`src/rtl/fp_dot_sequencer.sv`:
```
// Dot-product sequencer wrapped around a pipelined FP MAC. Only one MAC op is in flight, and each result is captured MAC_LATENCY cycles after issue.
// The result appears len*(MAC_LATENCY+1)+1 cycles after start. Operands are throttled by in_ready, and the result is held until out_ready.
module fp_dot_sequencer #(
  parameter int SIG_WIDTH   = 23,
  parameter int EXP_WIDTH   = 8,
  parameter int MAC_LATENCY = 4,
  parameter int MAX_LEN     = 16,
  localparam int W          = SIG_WIDTH + EXP_WIDTH + 1,
  localparam int LEN_W      = $clog2(MAX_LEN + 1)
) (
  input  logic             clk,
  input  logic             rst_n,
  input  logic             start,
  input  logic [LEN_W-1:0] len,
  input  logic [2:0]       rnd,
  input  logic             in_valid,
  output logic             in_ready,
  input  logic [W-1:0]     in_a,
  input  logic [W-1:0]     in_b,
  output logic [W-1:0]     mac_a,
  output logic [W-1:0]     mac_b,
  output logic [W-1:0]     mac_c,
  output logic [2:0]       mac_rnd,
  output logic             mac_dg_ctrl,
  input  logic [W-1:0]     mac_z,
  input  logic [7:0]       mac_status,
  output logic             out_valid,
  input  logic             out_ready,
  output logic [W-1:0]     out_z,
  output logic [7:0]       out_status,
  output logic             busy
);

  localparam int TMR_W = 3;
  localparam logic [TMR_W-1:0] TMR_INIT = TMR_W'(MAC_LATENCY - 1);

  typedef enum logic [1:0] {S_IDLE, S_ISSUE, S_WAIT, S_DONE} state_t;

  state_t             state_q, state_d;
  logic [LEN_W-1:0]   len_q, len_d;
  logic [LEN_W-1:0]   cnt_q, cnt_d;
  logic [TMR_W-1:0]   tmr_q, tmr_d;
  logic [W-1:0]       acc_q, acc_d;
  logic [7:0]         sts_q, sts_d;
  logic [W-1:0]       a_q, a_d;
  logic [W-1:0]       b_q, b_d;
  logic [W-1:0]       c_q, c_d;
  logic               in_ready_q, in_ready_d;
  logic               out_valid_q, out_valid_d;
  logic [W-1:0]       out_z_q, out_z_d;
  logic [7:0]         out_status_q, out_status_d;
  logic               busy_q, busy_d;

  logic               fire;
  logic [LEN_W-1:0]   len_eff;

  assign fire    = in_ready_q & in_valid;
  assign len_eff = (len > LEN_W'(MAX_LEN)) ? LEN_W'(MAX_LEN) : len;

  // Operands reach the MAC in the accept cycle itself; afterwards the MAC inputs hold their last issued values.
  assign mac_a       = fire ? in_a  : a_q;
  assign mac_b       = fire ? in_b  : b_q;
  assign mac_c       = fire ? acc_q : c_q;
  assign mac_dg_ctrl = fire;
  assign mac_rnd     = rnd;

  assign in_ready   = in_ready_q;
  assign out_valid  = out_valid_q;
  assign out_z      = out_z_q;
  assign out_status = out_status_q;
  assign busy       = busy_q;

  always_comb begin
    state_d      = state_q;
    len_d        = len_q;
    cnt_d        = cnt_q;
    tmr_d        = tmr_q;
    acc_d        = acc_q;
    sts_d        = sts_q;
    a_d          = a_q;
    b_d          = b_q;
    c_d          = c_q;
    in_ready_d   = in_ready_q;
    out_valid_d  = out_valid_q;
    out_z_d      = out_z_q;
    out_status_d = out_status_q;
    busy_d       = busy_q;

    case (state_q)
      S_IDLE: begin
        if (start) begin
          len_d  = len_eff;
          acc_d  = '0;
          sts_d  = '0;
          cnt_d  = '0;
          busy_d = 1'b1;
          if (len_eff == '0) begin
            state_d      = S_DONE;
            out_valid_d  = 1'b1;
            out_z_d      = '0;
            out_status_d = '0;
          end else begin
            state_d    = S_ISSUE;
            in_ready_d = 1'b1;
          end
        end
      end
      S_ISSUE: begin
        if (fire) begin
          a_d        = in_a;
          b_d        = in_b;
          c_d        = acc_q;
          cnt_d      = cnt_q + LEN_W'(1);
          tmr_d      = TMR_INIT;
          in_ready_d = 1'b0;
          state_d    = S_WAIT;
        end
      end
      S_WAIT: begin
        if (tmr_q == '0) begin
          acc_d = mac_z;
          sts_d = sts_q | mac_status;
          if (cnt_q == len_q) begin
            state_d      = S_DONE;
            out_valid_d  = 1'b1;
            out_z_d      = mac_z;
            out_status_d = sts_q | mac_status;
          end else begin
            state_d    = S_ISSUE;
            in_ready_d = 1'b1;
          end
        end else begin
          tmr_d = tmr_q - TMR_W'(1);
        end
      end
      S_DONE: begin
        if (out_ready) begin
          state_d      = S_IDLE;
          out_valid_d  = 1'b0;
          out_z_d      = '0;
          out_status_d = '0;
          busy_d       = 1'b0;
        end
      end
      default: begin
        state_d     = S_IDLE;
        in_ready_d  = 1'b0;
        out_valid_d = 1'b0;
        busy_d      = 1'b0;
      end
    endcase
  end

  always_ff @(posedge clk or negedge rst_n) begin
    if (!rst_n) begin
      state_q      <= S_IDLE;
      len_q        <= '0;
      cnt_q        <= '0;
      tmr_q        <= '0;
      acc_q        <= '0;
      sts_q        <= '0;
      a_q          <= '0;
      b_q          <= '0;
      c_q          <= '0;
      in_ready_q   <= 1'b0;
      out_valid_q  <= 1'b0;
      out_z_q      <= '0;
      out_status_q <= '0;
      busy_q       <= 1'b0;
    end else begin
      state_q      <= state_d;
      len_q        <= len_d;
      cnt_q        <= cnt_d;
      tmr_q        <= tmr_d;
      acc_q        <= acc_d;
      sts_q        <= sts_d;
      a_q          <= a_d;
      b_q          <= b_d;
      c_q          <= c_d;
      in_ready_q   <= in_ready_d;
      out_valid_q  <= out_valid_d;
      out_z_q      <= out_z_d;
      out_status_q <= out_status_d;
      busy_q       <= busy_d;
    end
  end

endmodule

```
`config.mk`:
```
export PLATFORM = sky130hd
export DESIGN_NAME = fp_dot_sequencer
export DESIGN_NICKNAME = d
export VERILOG_FILES = /design/src/rtl/fp_dot_sequencer.sv
export SDC_FILE = /design/constraint.sdc
export NUM_CORES = 1
export LEC_CHECK = 0
export ABC_AREA = 0
export CAP_MARGIN = 20
export CORE_MARGIN = 2
export CORE_UTILIZATION = 43
export CTS_CLUSTER_SIZE = 30
export DETAILED_ROUTE_END_ITERATION = 6
export PLACE_DENSITY_LB_ADDON = 0.2
export SLEW_MARGIN = 25
export SYNTH_ARGS = -nofsm -noshare
export SYNTH_HDL_FRONTEND = slang
export SYNTH_SLANG_ARGS = --single-unit
```
`constraint.sdc`:
```
create_clock -name clk -period 2.26 [get_ports clk]
set_input_delay 0.565 -clock clk [delete_from_list [all_inputs] [get_ports clk]]
set_output_delay 0.565 -clock clk [all_outputs]
set_load 0.1 [all_outputs]
```
==> results of run 1 <==
==> cells by family after synthesis <==
family / Yosys count
compound gates: 67
xor+xnor: 8
fa+ha+maj: 3
buf+inv: 66
flops: 194
mux: 96
simple gates: 452
==> final cells by class <==
type / instances / area [um2] / area share
timing repair buffer: 303 / 4131 / 0.3010
inverter: 5 / 26.28 / 0.001914
tap: 265 / 331.6 / 0.02415
clock buffer: 19 / 442.9 / 0.03227
multi-input combinational: 626 / 3799 / 0.2767
clock inverter: 13 / 137.6 / 0.01003
sequential: 194 / 4858 / 0.3539
==> metal layers <==
metal,global-route usage,routed length (um),vias up
met3,0.05862,1517,27
met4,0.07059,399,0
met5,0,0,-
met2,0.4007,12410,230
li1,-,-,3449
met1,0.3107,10640,3650
==> registers in the layout, summed over array words and instances (netlist names) <==
| register | cells |
|---|---|
| sts_q | 8 |
| a_q | 32 |
| len_q | 5 |
| acc_q | 32 |
| state_q | 2 |
| c_q | 32 |
| tmr_q | 3 |
| in_ready | 1 |
| busy | 1 |
| out_valid | 1 |
| b_q | 32 |
| out_z | 32 |
| cnt_q | 5 |
| out_status | 8 |
==> per-stage QoR <==
step	cell area (um2)	util
after floorplan	8850	-
after global placement	12770	0.6518
after detailed placement	12770	0.6518
after CTS	13750	0.7019
after global routing	13730	0.7007
final	13730	0.7007
==> worst max path at each step <==
| stage | startpoint | to | slack [ns] | depth (start not counted) |
|---|---|---|---|---|
| floorplan | in_ready$_DFFE_PN0P_ | mac_a[22] | 0.02 | 5 |
| global placement | in_valid | mac_c[25] | -0.40 | 6 |
| detailed placement | in_valid | mac_c[21] | -0.41 | 6 |
| CTS | in_ready$_DFFE_PN0P_ | mac_c[0] | -0.28 | 7 |
| global route | in_ready$_DFFE_PN0P_ | mac_c[19] | -0.31 | 7 |
| finish | in_ready$_DFFE_PN0P_ | mac_c[11] | -0.26 | 7 |
==> worst max-delay path: cells and delay by family, from the launching register on <==
family        cells  cell delay (ns)
mux               1             0.31
buf+inv           5             0.61
flops             1             0.50
simple gates      1             0.11
==> timing repair <==
action	CTS	global route
endpoints found under the setup margin	97	101
gates cloned	5	0
buffers inserted	11	1
gates resized for setup	43	5
hold endpoints to repair	0	0
pin swaps	1	1
==> synth_stat cells (all sizes together) <==
cell / instances / area, um2
xor2: 6 / 52.55
ha: 3 / 37.54
clkbuf: 39 / 146.4
or3: 1 / 6.260
inv: 5 / 18.76
nor2b: 4 / 27.53
buf: 22 / 116.4
nand2b: 2 / 12.51
a32oi: 1 / 8.760
nor4: 1 / 6.260
a31oi: 1 / 6.260
o21ai: 7 / 35.03
dfrtp: 194 / 4855
nand2: 373 / 1400
or2: 1 / 6.260
nand3: 39 / 195.2
xnor2: 2 / 17.52
and2: 1 / 6.260
nor2: 24 / 92.59
nor3: 3 / 15.01
mux2: 96 / 1081
a21oi: 13 / 65.06
nand4: 2 / 12.51
o2bb2ai: 8 / 70.07
o211ai: 2 / 15.01
a32o: 32 / 320.3
nor3b: 1 / 7.510
a21o: 2 / 15.01
a211o: 1 / 8.760
==> impl_metrics.env, run 1 <==
export IMPL_drtIter0Drc=395
export IMPL_die_height_um=145.9
export IMPL_final_antenna_net_count=0
export IMPL_critPathMaxStageDelay_ns=0.50
export IMPL_hold_violations=0
export IMPL_dp_final_hpwl_um=16480
export IMPL_maxSlewViolCount=0
export IMPL_pin_count=260
export IMPL_max_clock_path_buffers=2
export IMPL_layout_common_cells="sky130_fd_sc_hd__nand2_1, sky130_fd_sc_hd__dfrtp_1, sky130_fd_sc_hd__buf_12"
export IMPL_crit_path_cell_trace="nand2_4, inv_8, buf_12, buf_12, buf_16, mux2_4, buf_12"
export IMPL_timing_critical_path_required_ns=1.69
export IMPL_mappedNetlistNets=1006
export IMPL_place_detailed_instances=1380
export IMPL_slowest_cp_cell="sky130_fd_sc_hd__dfrtp_4"
export IMPL_final_layout_size_suffix_gt1_frac=0.2828
export IMPL_clk_pin_slew_worst_paths_ns=0.07
export IMPL_synth_warn=0
export IMPL_ys_seq_area_frac=0.5608
export IMPL_layout_nets=1267
export IMPL_firstDrtPassIters=6
export IMPL_antenna_found_initial=0
export IMPL_worst_skew_pair_late_latency_ns=0.43
export IMPL_cp_max_fo=6
export IMPL_cts_sinks=194
export IMPL_reg2reg_to="out_z[5]$_DFFE_PN0P_"
export IMPL_place_ws_ns=-0.4123
export IMPL_maxSlewHeadroom=0.5199
export IMPL_synthSimpleGateAreaFrac=0.2065
export IMPL_vias_per_cell=5.162
export IMPL_worst_endpoint_arrival_ns=1.96
export IMPL_hold_path_class="input pin to asynchronous set/reset pin"
export IMPL_timing_critical_path_mode_cell="sky130_fd_sc_hd__buf_12"
export IMPL_synth_mux_area_fraction=0.1249
export IMPL_cp_end_kind="output pin"
export IMPL_tritoncts="yes"
export IMPL_syn_inst=886
export IMPL_yosys_area_share_xor_xnor=0.008094
export IMPL_largest_net_degree_at_the_start_of_global_routing=69
export IMPL_antennaDiodeCount=0
export IMPL_synthToLayoutAreaGrowth_pct=58.56
export IMPL_startpoint_type="register"
export IMPL_clockRootBuffer="sky130_fd_sc_hd__clkbuf_16"
export IMPL_achievable_frequency_ghz=0.3960
export IMPL_run_status="complete, but fails checks"
export IMPL_layout_commonest_cell="sky130_fd_sc_hd__nand2_1"
export IMPL_filler_cell_count=1405
export IMPL_dieArea_mm2=0.02128
export IMPL_fp_row_count=51
export IMPL_combinational_family_with_the_most_area_after_synthesis="simple AND/OR/NAND/NOR gates"
export IMPL_ctsHtreeMaxLevel=4
export IMPL_final_min_period_over_clock_period=1.117
export IMPL_design_core_area_mm2=0.01959
export IMPL_drt_wirelength_per_cell_um=17.52
export IMPL_cts_buffers_inserted=17
export IMPL_worst_r2r_cell_count=8
export IMPL_dr_total_vias=7356
export IMPL_track_usage=0.2398
export IMPL_syn_mean_instance_area_um2=9.771
export IMPL_port_buffers=253
export IMPL_rrSetupSlack_ns=0.22
export IMPL_fin_worst_hold_slack_ns=0.07974
export IMPL_synth_fa_ha_area_frac=0.004336
export IMPL_compound_gate_portion_of_the_synthesized_area=0.06287
export IMPL_synth_cell_type_count=36
export IMPL_violations="negative setup slack"
export IMPL_unrepaired_setup_endpoints_after_global_routing="yes"
export IMPL_grt_remaining_overflow=0
export IMPL_fin_tns_setup_ns=-16.33
export IMPL_timing_worst_slew_pin_value_ns=0.7202
export IMPL_place_congestion=0.8006
export IMPL_synth_seq_cells=194
export IMPL_first_pass_grt_wire_length_um=41010
export IMPL_netlist_area_mm2=0.008657
export IMPL_die_w_um=145.9
export IMPL_vias_in_the_first_global_route=7689
export IMPL_min_period_ns=2.525
export IMPL_critical_path_class="register to output pin"
export IMPL_final_cell_count_no_fill=1425
export IMPL_routed_wl_um=24970
export IMPL_worstReg2RegStart="tmr_q[0]$_DFFE_PN0P_"
export IMPL_drv_max_cap_violation_count=0
export IMPL_hold_fix_buffer_count_after_cts=0
export IMPL_report_final_setup_viol=96
export IMPL_fin_skew_ns=0.008710
export IMPL_initial_utilization=0.4419
export IMPL_drcViolationCount=0
export IMPL_fin_ws_ns=-0.2649
Power of run 1 is left out: the tool's default activity adds up to more than one toggle a clock period on the data nets, which glitch-free logic cannot reach.
==> run 2, diff against run 1 <==
--- a/config.mk
+++ b/config.mk
@@ -8,7 +8,7 @@
 export ABC_AREA = 0
 export CAP_MARGIN = 20
 export CORE_MARGIN = 2
-export CORE_UTILIZATION = 43
+export CORE_UTILIZATION = 26
 export CTS_CLUSTER_SIZE = 30
 export DETAILED_ROUTE_END_ITERATION = 6
 export PLACE_DENSITY_LB_ADDON = 0.2
==> impl_metrics.env, run 2 (same netlist as run 1, synthesis figures left out) <==
export IMPL_track_usage=0.1628
export IMPL_critical_path_class="register to output pin"
export IMPL_place_detailed_instances=1557
export IMPL_drt_wirelength_per_cell_um=17.09
export IMPL_maxSlewViolCount=0
export IMPL_dp_final_hpwl_um=17550
export IMPL_drcViolationCount=0
export IMPL_achievable_frequency_ghz=0.4048
export IMPL_timing_critical_path_from="in_ready$_DFFE_PN0P_"
export IMPL_place_congestion=0.7633
export IMPL_worst_r2r_cell_count=8
export IMPL_crit_path_cell_trace="nand2_8, inv_12, buf_12, buf_12, mux2_4, buf_12"
export IMPL_cp_max_fo=7
export IMPL_die_height_um=186.5
export IMPL_timing_worst_slew_pin_value_ns=0.4683
export IMPL_fp_row_count=66
export IMPL_hold_path_class="input pin to asynchronous set/reset pin"
export IMPL_reg2reg_to="out_z[16]$_DFFE_PN0P_"
export IMPL_worstReg2RegStart="tmr_q[0]$_DFFE_PN0P_"
export IMPL_max_clock_path_buffers=2
export IMPL_power_per_cell_area_mw_per_mm2=1728
export IMPL_routed_wl_um=27380
export IMPL_dr_total_vias=7234
export IMPL_peakVddDrop_mv=0.8688
export IMPL_drv_max_cap_violation_count=0
export IMPL_antennaDiodeCount=0
export IMPL_min_period_ns=2.470
export IMPL_startpoint_type="register"
export IMPL_worst_endpoint_arrival_ns=1.91
export IMPL_timing_critical_path_mode_cell="sky130_fd_sc_hd__buf_12"
export IMPL_layout_commonest_cell="sky130_fd_sc_hd__nand2_1"
export IMPL_fin_skew_ns=0.009267
export IMPL_final_min_period_over_clock_period=1.093
export IMPL_clk_pin_slew_worst_paths_ns=0.08
export IMPL_pin_count=260
export IMPL_port_buffers=253
export IMPL_grt_remaining_overflow=0
export IMPL_cts_sinks=194
export IMPL_p_leak_nw=6.854
export IMPL_worst_skew_pair_late_latency_ns=0.44
export IMPL_drtIter0Drc=420
export IMPL_report_final_setup_viol=96
export IMPL_final_layout_size_suffix_gt1_frac=0.2828
export IMPL_clockRootBuffer="sky130_fd_sc_hd__clkbuf_16"
export IMPL_final_cell_count_no_fill=1602
export IMPL_firstDrtPassIters=5
export IMPL_critPathMaxStageDelay_ns=0.52
export IMPL_cts_buffers_inserted=17
export IMPL_violations="negative setup slack"
export IMPL_largest_net_degree_at_the_start_of_global_routing=59
export IMPL_maxSlewHeadroom=0.6878
export IMPL_unrepaired_setup_endpoints_after_global_routing="yes"
export IMPL_rrSetupSlack_ns=0.29
export IMPL_final_area_mm2=0.01400
export IMPL_ctsHtreeMaxLevel=4
export IMPL_hold_fix_buffer_count_after_cts=0
export IMPL_fin_ws_ns=-0.2104
export IMPL_dieArea_mm2=0.03477
export IMPL_initial_utilization=0.2647
export IMPL_tritoncts="yes"
export IMPL_slowest_cp_cell="sky130_fd_sc_hd__dfrtp_4"
export IMPL_antenna_found_initial=0
export IMPL_final_antenna_net_count=0
export IMPL_first_pass_grt_wire_length_um=44380
export IMPL_die_w_um=186.5
export IMPL_place_ws_ns=-0.3958
export IMPL_vias_per_cell=4.516
export IMPL_vias_in_the_first_global_route=7443
export IMPL_design_core_area_mm2=0.03270
export IMPL_timing_critical_path_required_ns=1.69
export IMPL_cp_end_kind="output pin"
export IMPL_area_after_dpl_mm2=0.01296
export IMPL_run_status="complete, but fails checks"
export IMPL_hold_violations=0
export IMPL_synthToLayoutAreaGrowth_pct=61.74
export IMPL_layout_nets=1268
export IMPL_layout_common_cells="sky130_fd_sc_hd__nand2_1, sky130_fd_sc_hd__dfrtp_1, sky130_fd_sc_hd__buf_12"
export IMPL_fin_worst_hold_slack_ns=0.02047
[run 2: cell count changes in the layout (fill, tap and decap cells not counted), sizes merged]
cell      delta
bufinv       +4
inv          -3
clkinv       +2
clkinvlp     -2
clkbuf       -1
[run 2: area by class of cell]
cell class / count / area, um2
fillers: 3106 / 18700
inverters: 5 / 31.28
well taps: 442 / 553.0
clock inverters: 13 / 222.7
clock buffers: 18 / 439.2
repair inverters: 1 / 11.26
flip-flops and latches: 194 / 4858
multi-input cells: 626 / 3790
repair buffers: 303 / 4096
[run 2: metal layers]
layer	vias to the layer above	global-route usage	part of all wire	wire length, um
li1	3455	-	-	-
met1	3547	0.2263	0.47	12810
met2	219	0.2563	0.47	12860
met3	13	0.03837	0.052	1433
met4	0	0.03938	0.0099	270
met5	-	0	0	0
[run 2: how the worst max path moves through the flow]
stage               slack, ns  cells past startpoint         to
floorplan                0.02                      5  mac_a[22]
global placement        -0.39                      6   mac_c[8]
detailed placement      -0.40                      6   mac_c[5]
CTS                     -0.26                      5  mac_c[25]
global route            -0.28                      6   mac_c[7]
finish                  -0.21                      6   mac_c[7]
[run 2: critical path, delay by kind of cell (launching register included)]
family,cells,cell delay (ns)
flip-flops,1,0.52
multiplexers,1,0.32
AND/OR/NAND/NOR,1,0.13
buffers and inverters,4,0.49
[run 2: repair_timing]
item	in CTS	in global routing
gates cloned	7	0
endpoints found under the setup margin	97	97
buffers inserted	8	1
pin swaps	0	1
endpoints found under the hold margin	0	0
resized for setup	36	15
[run 2: metrics by stage]
| step | setup TNS (ns) | utilization | power (mW) |
|---|---|---|---|
| 4_1_cts | -21.48 | 0.4275 | 24.43 |
| 5_1_grt | -21.82 | 0.4282 | 25.34 |
| 6_report | -15.50 | 0.4282 | 24.19 |
| 3_5_place_dp | -43.95 | 0.3965 | 20.52 |
| 3_3_place_gp | -43.71 | 0.3965 | 20.43 |
| 2_1_floorplan | 0 | - | 15.46 |
[run 2: power by group]
group          total, mW  switching, mW  internal (mW)  leakage, nW
clock network       3.46           1.44           2.02        0.323
registers           5.55          0.781           4.77         2.55
logic               15.2           9.99           5.18         3.98
total               24.2           12.2           12.0         6.85
Note: power is estimated with default switching activity, not from simulation.
